**src/rtl/vec_pkg.sv**
```systemverilog
// Shared types and header field layout for the vector op sequencer.
// Imported by the sequencer top and its output buffer.
package vec_pkg;

  typedef enum logic [2:0] {
    S_HDR,
    S_LEN,
    S_LOAD_A,
    S_LOAD_B,
    S_LOAD_S,
    S_FIRE,
    S_WAIT,
    S_SEND
  } vseq_state_t;

  localparam int HDR_OP_LSB     = 0;
  localparam int HDR_OP_W       = 3;
  localparam int HDR_SCALAR_BIT = 3;

  function automatic int LEN_W(input int n);
    return $clog2(n + 1);
  endfunction

endpackage

```
**src/rtl/vector_op_sequencer_if.sv**
```systemverilog
// Host-facing word streams: inbound operands, outbound results.
// master = host side, slave = sequencer side.
interface vector_op_sequencer_if #(
  parameter int BITS = 8
);

  logic [BITS-1:0] in_data;
  logic            in_valid;
  logic            in_ready;
  logic [BITS-1:0] out_data;
  logic            out_valid;
  logic            out_ready;

  modport master (
    output in_data, in_valid, out_ready,
    input  in_ready, out_data, out_valid
  );

  modport slave (
    input  in_data, in_valid, out_ready,
    output in_ready, out_data, out_valid
  );

endinterface

```
**src/rtl/vseq_out_buf.sv**
```systemverilog
// Result capture register plus valid/ready output slice.
// VEC_SEQ_STATUS_EN appends a status word after the results.
module vseq_out_buf #(
  parameter int BITS = 8,
  parameter int N    = 4,
  parameter int LW   = 3
) (
  input  logic                   clk,
  input  logic                   rst,
  input  logic                   capture,
  input  logic [N-1:0][BITS-1:0] s,
  input  logic [LW-1:0]          len,
`ifdef VEC_SEQ_STATUS_EN
  input  logic [3:0]             tag,
`endif
  input  logic                   out_ready,
  output logic [BITS-1:0]        out_data,
  output logic                   out_valid,
  output logic                   done
);

  logic [N-1:0][BITS-1:0] res;
  logic [LW-1:0]          idx;
  logic [LW-1:0]          nxt;
  logic [LW-1:0]          final_idx;
  logic [BITS-1:0]        word;

`ifdef VEC_SEQ_STATUS_EN
  logic [3:0]      ops;
  logic [BITS-1:0] status;

  assign final_idx = len;
  assign status    = BITS'({ops, tag});

  always_ff @(posedge clk or posedge rst) begin
    if (rst) ops <= '0;
    else if (done) ops <= ops + 4'd1;
  end
`else
  assign final_idx = len - LW'(1);
`endif

  assign done = out_valid && out_ready && (idx == final_idx);

  always_comb begin
    nxt  = idx + LW'(1);
    word = '0;
    for (int i = 0; i < N; i++)
      if (LW'(i) == nxt) word = res[i];
`ifdef VEC_SEQ_STATUS_EN
    if (nxt == len) word = status;
`endif
  end

  always_ff @(posedge clk or posedge rst) begin
    if (rst) begin
      res       <= '0;
      idx       <= '0;
      out_valid <= 1'b0;
      out_data  <= '0;
    end else if (capture) begin
      res       <= s;
      idx       <= '0;
      out_valid <= 1'b1;
      out_data  <= s[0];
    end else if (out_valid && out_ready) begin
      if (idx == final_idx) begin
        out_valid <= 1'b0;
      end else begin
        idx      <= nxt;
        out_data <= word;
      end
    end
  end

endmodule

```
**src/rtl/vector_op_sequencer.sv**
```systemverilog
// Unpacks host frames into ALU operands, fires one op, streams S back.
// Optional status word: define VEC_SEQ_STATUS_EN.
module vector_op_sequencer
  import vec_pkg::*;
#(
  parameter int BITS    = 8,
  parameter int N       = 4,
  parameter int ALU_LAT = 1
) (
  input  logic                    clk,
  input  logic                    rst,
  vector_op_sequencer_if.slave    host,
  output logic [N-1:0][BITS-1:0]  A,
  output logic [N-1:0][BITS-1:0]  B,
  output logic [LEN_W(N)-1:0]     A_len,
  output logic [LEN_W(N)-1:0]     B_len,
  output logic [BITS-1:0]         scalar,
  output logic [2:0]              op_sel,
  output logic                    scalar_sel,
  output logic                    set,
  output logic                    en,
  input  logic [N-1:0][BITS-1:0]  S
);

  localparam int LW = LEN_W(N);

  vseq_state_t   state, nstate;
  logic [LW-1:0] len, idx, len_in;
  logic [3:0]    wcnt;
  logic          rdy, xfer, capture, done, lane_last;

  assign host.in_ready = rdy;
  assign xfer      = host.in_valid && rdy;
  assign lane_last = (idx == len - LW'(1));
  assign len_in    = (host.in_data > BITS'(N)) ? LW'(N) : host.in_data[LW-1:0];
  assign A_len     = len;
  assign B_len     = len;

  always_ff @(posedge clk or posedge rst) begin
    if (rst) state <= S_HDR;
    else     state <= nstate;
  end

  always_comb begin
    nstate  = state;
    rdy     = 1'b0;
    set     = 1'b0;
    capture = 1'b0;
    unique case (state)
      S_HDR: begin
        rdy = 1'b1;
        if (host.in_valid) nstate = S_LEN;
      end
      S_LEN: begin
        rdy = 1'b1;
        if (host.in_valid)
          nstate = (host.in_data == '0) ? S_HDR : S_LOAD_A;
      end
      S_LOAD_A: begin
        rdy = 1'b1;
        if (host.in_valid && lane_last)
          nstate = scalar_sel ? S_LOAD_S : S_LOAD_B;
      end
      S_LOAD_B: begin
        rdy = 1'b1;
        if (host.in_valid && lane_last) nstate = S_FIRE;
      end
      S_LOAD_S: begin
        rdy = 1'b1;
        if (host.in_valid) nstate = S_FIRE;
      end
      S_FIRE: begin
        set = 1'b1;
        // Zero-latency ALU: S is already valid alongside set
        if (ALU_LAT == 0) begin
          capture = 1'b1;
          nstate  = S_SEND;
        end else begin
          nstate = S_WAIT;
        end
      end
      S_WAIT: begin
        if (wcnt == 4'(ALU_LAT - 1)) begin
          capture = 1'b1;
          nstate  = S_SEND;
        end
      end
      S_SEND: begin
        if (done) nstate = S_HDR;
      end
      default: nstate = S_HDR;
    endcase
  end

  always_ff @(posedge clk or posedge rst) begin
    if (rst) begin
      A          <= '0;
      B          <= '0;
      scalar     <= '0;
      op_sel     <= '0;
      scalar_sel <= 1'b0;
      en         <= 1'b0;
      len        <= '0;
      idx        <= '0;
      wcnt       <= '0;
    end else begin
      wcnt <= (state == S_WAIT) ? wcnt + 4'd1 : 4'd0;
      if (state == S_HDR && xfer) begin
        op_sel     <= host.in_data[HDR_OP_LSB +: HDR_OP_W];
        scalar_sel <= host.in_data[HDR_SCALAR_BIT];
        A          <= '0;
        B          <= '0;
      end
      if (state == S_LEN && xfer) begin
        len <= len_in;
        idx <= '0;
        en  <= (host.in_data != '0);
      end
      if ((state == S_LOAD_A || state == S_LOAD_B) && xfer) begin
        for (int i = 0; i < N; i++)
          if (LW'(i) == idx) begin
            if (state == S_LOAD_A) A[i] <= host.in_data;
            else                   B[i] <= host.in_data;
          end
        idx <= lane_last ? '0 : idx + LW'(1);
      end
      if (state == S_LOAD_S && xfer) scalar <= host.in_data;
      if (done) en <= 1'b0;
    end
  end

  vseq_out_buf #(
    .BITS (BITS),
    .N    (N),
    .LW   (LW)
  ) u_out (
    .clk       (clk),
    .rst       (rst),
    .capture   (capture),
    .s         (S),
    .len       (len),
`ifdef VEC_SEQ_STATUS_EN
    .tag       ({scalar_sel, op_sel}),
`endif
    .out_ready (host.out_ready),
    .out_data  (host.out_data),
    .out_valid (host.out_valid),
    .done      (done)
  );

endmodule
```
**src/flat_wrapper.sv**
```systemverilog
// flat-port wrapper written by rule: the top's interface ports become plain ports
module vector_op_sequencer_flat import vec_pkg::*;
#(
  parameter int BITS    = 8,
  parameter int N       = 4,
  parameter int ALU_LAT = 1
)
  (clk, rst, A, B, A_len, B_len, scalar, op_sel, scalar_sel, set, en, S, host_in_data, host_in_valid, host_out_ready, host_in_ready, host_out_data, host_out_valid);
  vector_op_sequencer_if #(.BITS(BITS)) host_i ();
  input  logic clk;
  input  logic rst;
  output logic [N-1:0][BITS-1:0] A;
  output logic [N-1:0][BITS-1:0] B;
  output logic [LEN_W(N)-1:0] A_len;
  output logic [LEN_W(N)-1:0] B_len;
  output logic [BITS-1:0] scalar;
  output logic [2:0] op_sel;
  output logic scalar_sel;
  output logic set;
  output logic en;
  input  logic [N-1:0][BITS-1:0] S;
  input wire logic [$bits(host_i.in_data)-1:0] host_in_data;
  input wire logic [$bits(host_i.in_valid)-1:0] host_in_valid;
  input wire logic [$bits(host_i.out_ready)-1:0] host_out_ready;
  output wire logic [$bits(host_i.in_ready)-1:0] host_in_ready;
  output wire logic [$bits(host_i.out_data)-1:0] host_out_data;
  output wire logic [$bits(host_i.out_valid)-1:0] host_out_valid;
  assign host_i.in_data = host_in_data;
  assign host_i.in_valid = host_in_valid;
  assign host_i.out_ready = host_out_ready;
  assign host_in_ready = host_i.in_ready;
  assign host_out_data = host_i.out_data;
  assign host_out_valid = host_i.out_valid;
  vector_op_sequencer #(.BITS(BITS), .N(N), .ALU_LAT(ALU_LAT)) u_core (.clk(clk), .rst(rst), .host(host_i), .A(A), .B(B), .A_len(A_len), .B_len(B_len), .scalar(scalar), .op_sel(op_sel), .scalar_sel(scalar_sel), .set(set), .en(en), .S(S));
endmodule
```
**config.mk**
```make
export PLATFORM = sky130hd
export DESIGN_NAME = vector_op_sequencer_flat
export DESIGN_NICKNAME = d
export VERILOG_FILES = /design/src/rtl/vec_pkg.sv /design/src/rtl/vector_op_sequencer_if.sv /design/src/rtl/vseq_out_buf.sv /design/src/rtl/vector_op_sequencer.sv /design/src/flat_wrapper.sv
export SDC_FILE = /design/constraint.sdc
export NUM_CORES = 1
export LEC_CHECK = 0
export ABC_AREA = 1
export CORE_ASPECT_RATIO = 0.75
export CORE_MARGIN = 5
export CORE_UTILIZATION = 45
export DETAILED_ROUTE_END_ITERATION = 10
export PLACE_DENSITY = 0.73
export SKIP_CTS_REPAIR_TIMING = 1
export SLEW_MARGIN = 20
export SYNTH_ARGS = -nofsm -noshare
export SYNTH_HDL_FRONTEND = slang
export SYNTH_HIERARCHICAL = 1
export SYNTH_SLANG_ARGS = --single-unit
```
**constraint.sdc**
```tcl
create_clock -name clk -period 3.75 [get_ports clk]
set_input_delay 0.9375 -clock clk [delete_from_list [all_inputs] [get_ports clk]]
set_output_delay 0.9375 -clock clk [all_outputs]
set_load 0.05 [all_outputs]
```
==> results of run 1 <==
## area by class of cell
type,count,share of cell area (%)
inverter,92,4.18
multi-input combinational,469,28.1
timing repair buffer,142,17.3
clock inverter,15,2.22
sequential,134,40.5
tap,175,2.64
clock buffer,17,5.13
## per-layer routing
layer | vias up | global-route usage, %
met5 | - | 0
met4 | 0 | 5.53
met3 | 13 | 3.62
met2 | 125 | 29.3
met1 | 2509 | 29.6
li1 | 2600 | -
## flip-flops by register name (all words and copies together), names as in the netlist
name / cells
u_core/A: 32
u_core/en: 1
u_core/scalar: 8
u_core/wcnt: 4
u_core/u_out/res: 32
u_core/idx: 3
u_core/scalar_sel: 1
u_core/op_sel: 3
u_core/u_out/idx: 3
u_core/u_out/out_valid: 1
u_core/A_len: 3
u_core/B: 32
u_core/u_out/out_data: 8
u_core/state: 3
## per-stage QoR
stage / worst slack [ns] / util, % / power (W) / hold slack [ns] / area [um2]
after floorplan: 0.477 / - / 0.00566 / 0.437 / 6200
after global placement: 0.896 / 56.4 / 0.00701 / 0.448 / 7680
after detailed placement: 0.825 / 56.4 / 0.00710 / 0.455 / 7680
after CTS: 0.764 / 60.9 / 0.00885 / 0.469 / 8290
after global routing: 0.688 / 60.9 / 0.00934 / 0.479 / 8290
final: 0.772 / 60.9 / 0.00881 / 0.469 / 8290
## cell usage in the layout, fill, tap and decap left out, types with 3 or more instances in the layout
master,Yosys,routed
nor2_1,23,22
xnor2_1,3,3
buf_4,6,3
o21ai_1,24,24
dfrtp_1,134,134
nor3_1,3,3
o22ai_1,3,3
nand3_2,5,5
nand3_1,85,85
nand2_2,6,6
nand2_1,187,187
ha_1,14,14
inv_8,0,6
inv_6,0,4
o21ai_0,97,97
clkdlybuf4s50_1,0,137
inv_1,86,84
inv_2,5,5
clkbuf_16,0,17
o21ai_2,8,8
## worst paths after layout
kind	startpoint	to	slack [ns]	cells past startpoint
max	u_core/state[0]	host_in_ready	0.77	4
max in group asynchronous	rst	u_core/A[5]	2.13	3
min in group asynchronous	rst	u_core/u_out/res[18]	0.93	2
min	u_core/u_out/res[30]	u_core/u_out/res[30]	0.47	2
min reg2reg	u_core/u_out/res[30]	u_core/u_out/res[30]	0.47	2
max reg2reg	u_core/state[0]	u_core/u_out/idx[2]	1.33	11
## where the power goes
group | leakage, nW | switching (W) | internal, W
combinational | 1.92 | 0.00318 | 0.00145
sequential | 1.74 | 0.000375 | 0.00208
clock | 0.300 | 0.000702 | 0.00101
## kinds of logic (layout without fill, tap and decap cells)
| kind of cell | Yosys count | after routing | share of synthesized area (%) |
|---|---|---|---|
| AO/OA/AOI/OAI | 135 | 135 | 11.7 |
| XOR/XNOR | 4 | 4 | 0.566 |
| adder cells (fa/ha/maj) | 14 | 14 | 2.83 |
| buffers and inverters | 123 | 266 | 8.48 |
| flip-flops | 134 | 134 | 54.1 |
| AND/OR/NAND/NOR | 316 | 316 | 22.3 |
## worst register-to-register path, delay by kind of cell, from the launching register on
family / cells / cell delay (ns)
AOI/OAI and AO/OA: 1 / 0.09
buffers and inverters: 4 / 0.98
and+or+nand+nor: 6 / 0.77
DFF: 1 / 0.46
==> impl_results.md, run 1 <==
* Status: complete, no violations
* Clock Sink Count at 134
* Hold Path Class: register to register
* Reg area at 3350 um2
* Slowest cell on the critical path: clkdlybuf4s50_1
* Clock buffer depth at 2
* FMAX at 336 MHz
* Remaining DRCs at 0
* Cell Chain, Critical Path: inv_2, nand2_1, nand2_1, clkdlybuf4s50_1
* Req. time, crit path at 2.81 ns
* # rows at 37
* Crit share post-route at 79.4%
* Synth async-reset ratio at 100%
* Delay-heaviest family, CP: buffers and inverters
* Max Cap Violations at 0
* Met3 Routed Length at 854 um
* GRT Total Usage at 19.7%
* Met1 wire length at 7.79 mm
* Mapped Area at 6200 um2
* Most used cell, CP: nand2_1
* Filler Cell Count at 1219
* Synth area leader: dfrtp_1
* Buffers & Inverters on Critical Path at 2
* Root buf cell: clkbuf_16
* CP Class: register to primary output
* Unique masters post-synth at 30
* Top layer in use: met4
* Reg clk slew, reported paths at 0.06 ns
* Most frequent cells after synthesis: nand2_1 (187), dfrtp_1 (134), o21ai_0 (97), inv_1 (86), nand3_1 (85)
* Mapped Cells at 726
* CORE AREA at 13600 um2
* Final hold vios at 0
* Pre-Repair DR Iteration Count at 5
* Drt wl/cell at 15.5 um
* Setup repair after global routing missed its margin: no
* Final min period at 2.98 ns
* CTS tree: built
* VDD IR max at 0.748 mV
* P&R area growth vs syn at 33.7%
* Worst skew pair latency at 0.41 ns
* Number of routed nets with antenna violations at 0
* Diodes inserted at 0
* CP Capture Type: primary output
* Syn Nets at 784
* Vias in the first global route at 5008
* CTS buffer count at 17
* Largest net degree at the start of global routing at 59
* Die ar. at 16200 um2
* Post-DP HPWL at 11.7 mm
* Via density at 5.03
* Initial core utilization at 45.5%
* Die Height at 112 um
* # port buffers at 137
* Met2 WL at 7.34 mm
* Leading cell type by number of instances after synthesis: nand2_1
* Yosys top cell area share at 54.1%
* H-tree levels at 4
* Mapped Avg Cell Area at 8.53 um2
* Sequential area share after synthesis at 54.1%
* Slew HR at 48.8%
* Top cells by area, synth: dfrtp_1 (54%), nand2_1 (11%), o21ai_0 (7.8%)
* Final non-filler cell total at 1044
* Top_reg_cell synth: dfrtp_1
* Global-route wire length before repair at 26.1 mm
* Arrival time worst endpoint at 2.04 ns
* Slew of the pin with the lowest slew margin at 0.767 ns
* Peak per-stage delay on the critical path at 0.85 ns
* Inst Count DP at 1012
* Initial antenna violation count at 0
* Area of the multi-input gates at 2320 um2
* Synth Register Bits at 134
* TNS Setup at 0 ns
* Ys Warns at 6
* I/O pin cnt at 138
* Final Max Slew Viols at 0
* Gp weighted congestion at 0.845
* Crit path launch type: register
* # nets final at 914
* WL final at 16.1 mm
* Cell Pwr Density at 1060 nW/um2
* Post-synth EDFFs at 0
* GR Overflow Total at 0
* DR iter-0 viols at 429
* Share of layout cells above drive strength 1 at 7.94%
* Setup Skew at 0.0107 ns
* Die X-Extent at 145 um
* Lkg Pwr at 3.97 nW
* Final setup violation count at 0
* Crit Path Max Fanout at 7
* Via count at 5247
No activity file was read; power rests on OpenSTA's default activity.
==> run 2, diff against run 1 <==
==> constraint.sdc (replaced) <==
create_clock -name clk -period 2.9 [get_ports clk]
set_input_delay 0.725 -clock clk [delete_from_list [all_inputs] [get_ports clk]]
set_output_delay 0.725 -clock clk [all_outputs]
set_load 0.05 [all_outputs]
==> impl_results.md, run 2 (synthesis results as in run 1) <==
* M3 GR Usage at 3.70% (+0.081 points)
* Vias in the first global route at 5127 (+2.4%)
* GR Overflow Total at 0 (unchanged)
* Cell Chain, Critical Path: inv_2, nand2_1, nand2_1, clkdlybuf4s50_1
* WL final at 16.5 mm (+2.2%)
* P&R area growth vs syn at 34.1%
* Reg clk slew, reported paths at 0.06 ns (about the same)
* Worst skew pair latency at 0.42 ns (about the same)
* Reg area at 3350 um2 (unchanged)
* Final hold vios at 0 (unchanged)
* Pre-Repair DR Iteration Count at 5 (unchanged)
* Max Cap Violations at 0 (unchanged)
* Setup repair after global routing missed its margin: no
* Final min period at 2.74 ns
* Delay-heaviest family, CP: buffers and inverters
* H-tree levels at 4 (unchanged)
* Die ar. at 16200 um2 (unchanged)
* TNS Setup at 0 ns (unchanged)
* Lkg Pwr at 3.97 nW (about the same)
* Via density at 5.07 (+0.91%)
* GRT Total Usage at 20.4% (+0.74 points)
* CTS buffer count at 17 (unchanged)
* Remaining DRCs at 0 (unchanged)
* Status: complete, no violations
* GR Layer Usage met1 at 30.0% (+0.37 points)
* Most used cell, CP: nand2_1
* VDD IR max at 0.861 mV (+15%)
* Number of routed nets with antenna violations at 0 (unchanged)
* FMAX at 365 MHz
* Drt wl/cell at 15.7 um (+1.8%)
* # port buffers at 137 (unchanged)
* Final setup violation count at 0 (unchanged)
* CP Launch Point: u_core/state[0]
* Hold path start: u_core/u_out/res[28]
* Req. time, crit path at 2.17 ns (-0.64 ns)
* Biggest regs: u_core/A: 32 flops, u_core/B: 32 flops, u_core/u_out/res: 32 flops
* Slew HR at 61.0% (+12 points)
* DR iter-0 viols at 288 (-33%)
* Root buf cell: clkbuf_16
* Hold Path Class: register to register
* Arrival time worst endpoint at 2.02 ns (-0.02 ns)
* CTS tree: built
* Final Max Slew Viols at 0 (unchanged)
* Most Crowded Layer GR: met2
* Crit path launch type: register
* Met2 global-route usage at 30.7% (+1.5 points)
* Cell Pwr Density at 1370 nW/um2 (+29%)
* CORE AREA at 13600 um2 (unchanged)
* Slew of the pin with the lowest slew margin at 0.583 ns (-0.184 ns)
* # rows at 37 (unchanged)
* Die Height at 112 um (unchanged)
* Die X-Extent at 145 um (unchanged)
* Area of the multi-input gates at 2320 um2 (unchanged)
* Global-route wire length before repair at 26.9 mm (+3.3%)
* Largest net degree at the start of global routing at 56 (-5.1%)
* I/O pin cnt at 138 (unchanged)
* Crit share post-route at 94.6%
* Commonest cells after routing, fill and taps aside: nand2_1 (187), clkdlybuf4s50_1 (137), dfrtp_1 (134), o21ai_0 (97), nand3_1 (85)
* CP Capture Type: primary output
* Clock buffer depth at 2 (unchanged)
* Crit Path Max Fanout at 7 (unchanged)
* Share of layout cells above drive strength 1 at 8.35% (+0.41 points)
* Gp weighted congestion at 0.800 (-5.4%)
* Initial antenna violation count at 0 (unchanged)
* Peak per-stage delay on the critical path at 0.84 ns (about the same)
* Diodes inserted at 0 (unchanged)
* # nets final at 919 (+0.55%)
* Post-DP HPWL at 11.8 mm (+1.2%)
* Setup Skew at 0.0201 ns (+0.00945 ns)
* CP Class: register to primary output
* Initial core utilization at 45.5% (unchanged)
* Commonest non-fill, non-tap cell in the layout: nand2_1
* Via count at 5320 (+1.4%)
* Buffers & Inverters on Critical Path at 2 (unchanged)
* Filler Cell Count at 1216 (-0.25%)
* Start of the worst register-to-register path: u_core/u_out/idx[0]
* Placed cell area at 7720 um2 (+0.52%)
* Post-route design area at 8310 um2 (+0.30%)
* Clock Sink Count at 134 (unchanged)
* Slowest cell on the critical path: clkdlybuf4s50_1
## run 2: final cells by class
class	instances	share of cell area (%)
Clock inverter	14	1.99
Clock buffer	18	5.16
Timing Repair Buffer	147	17.7
Inverter	92	4.20
Sequential cell	134	40.3
Tap cell	175	2.63
Multi-Input combinational cell	469	28.0
## run 2: worst reg2reg max path: cells and delay by family (launching register included)
kind	cells	cell delay [ns]
fa+ha+maj	2	0.55
flops	1	0.44
simple gates	8	1.01
## run 2: per-layer routing
metal / up-vias / share of wire (%)
li1: 2602 / -
met2: 166 / 46
met5: - / 0
met1: 2539 / 48
met4: 0 / 1.1
met3: 13 / 5.4
## run 2: report_power, final
part / leakage, nW / internal (W) / switching [W]
clock network: 0.284 / 0.00129 / 0.000876
logic: 1.94 / 0.00189 / 0.00412
registers: 1.74 / 0.00269 / 0.000496
total: 3.97 / 0.00587 / 0.00549
## run 2: worst paths after layout
kind	slack, ns	depth (start not counted)	end
min in group asynchronous	0.77	2	u_core/scalar[6]
hold reg to reg	0.47	2	u_core/u_out/res[28]
setup reg to reg	0.80	10	u_core/u_out/out_data[0]
max in group asynchronous	1.52	3	u_core/op_sel[1]
setup / recovery	0.16	4	host_in_ready
hold / removal	0.47	2	u_core/u_out/res[28]
## run 2: metrics by stage
stage / instances / power (W) / utilization [%] / worst slack (ns) / hold WS, ns
finish: 1049 / 0.0114 / 61.1 / 0.157 / 0.466
CTS: 1049 / 0.0114 / 61.1 / 0.140 / 0.469
floorplan: 726 / 0.00732 / - / 0.853 / 0.437
global route: 1049 / 0.0121 / 61.1 / 0.0827 / 0.488
detailed placement: 1017 / 0.00920 / 56.7 / 0.425 / 0.453
global placement: 1017 / 0.00909 / 56.7 / 0.472 / 0.448
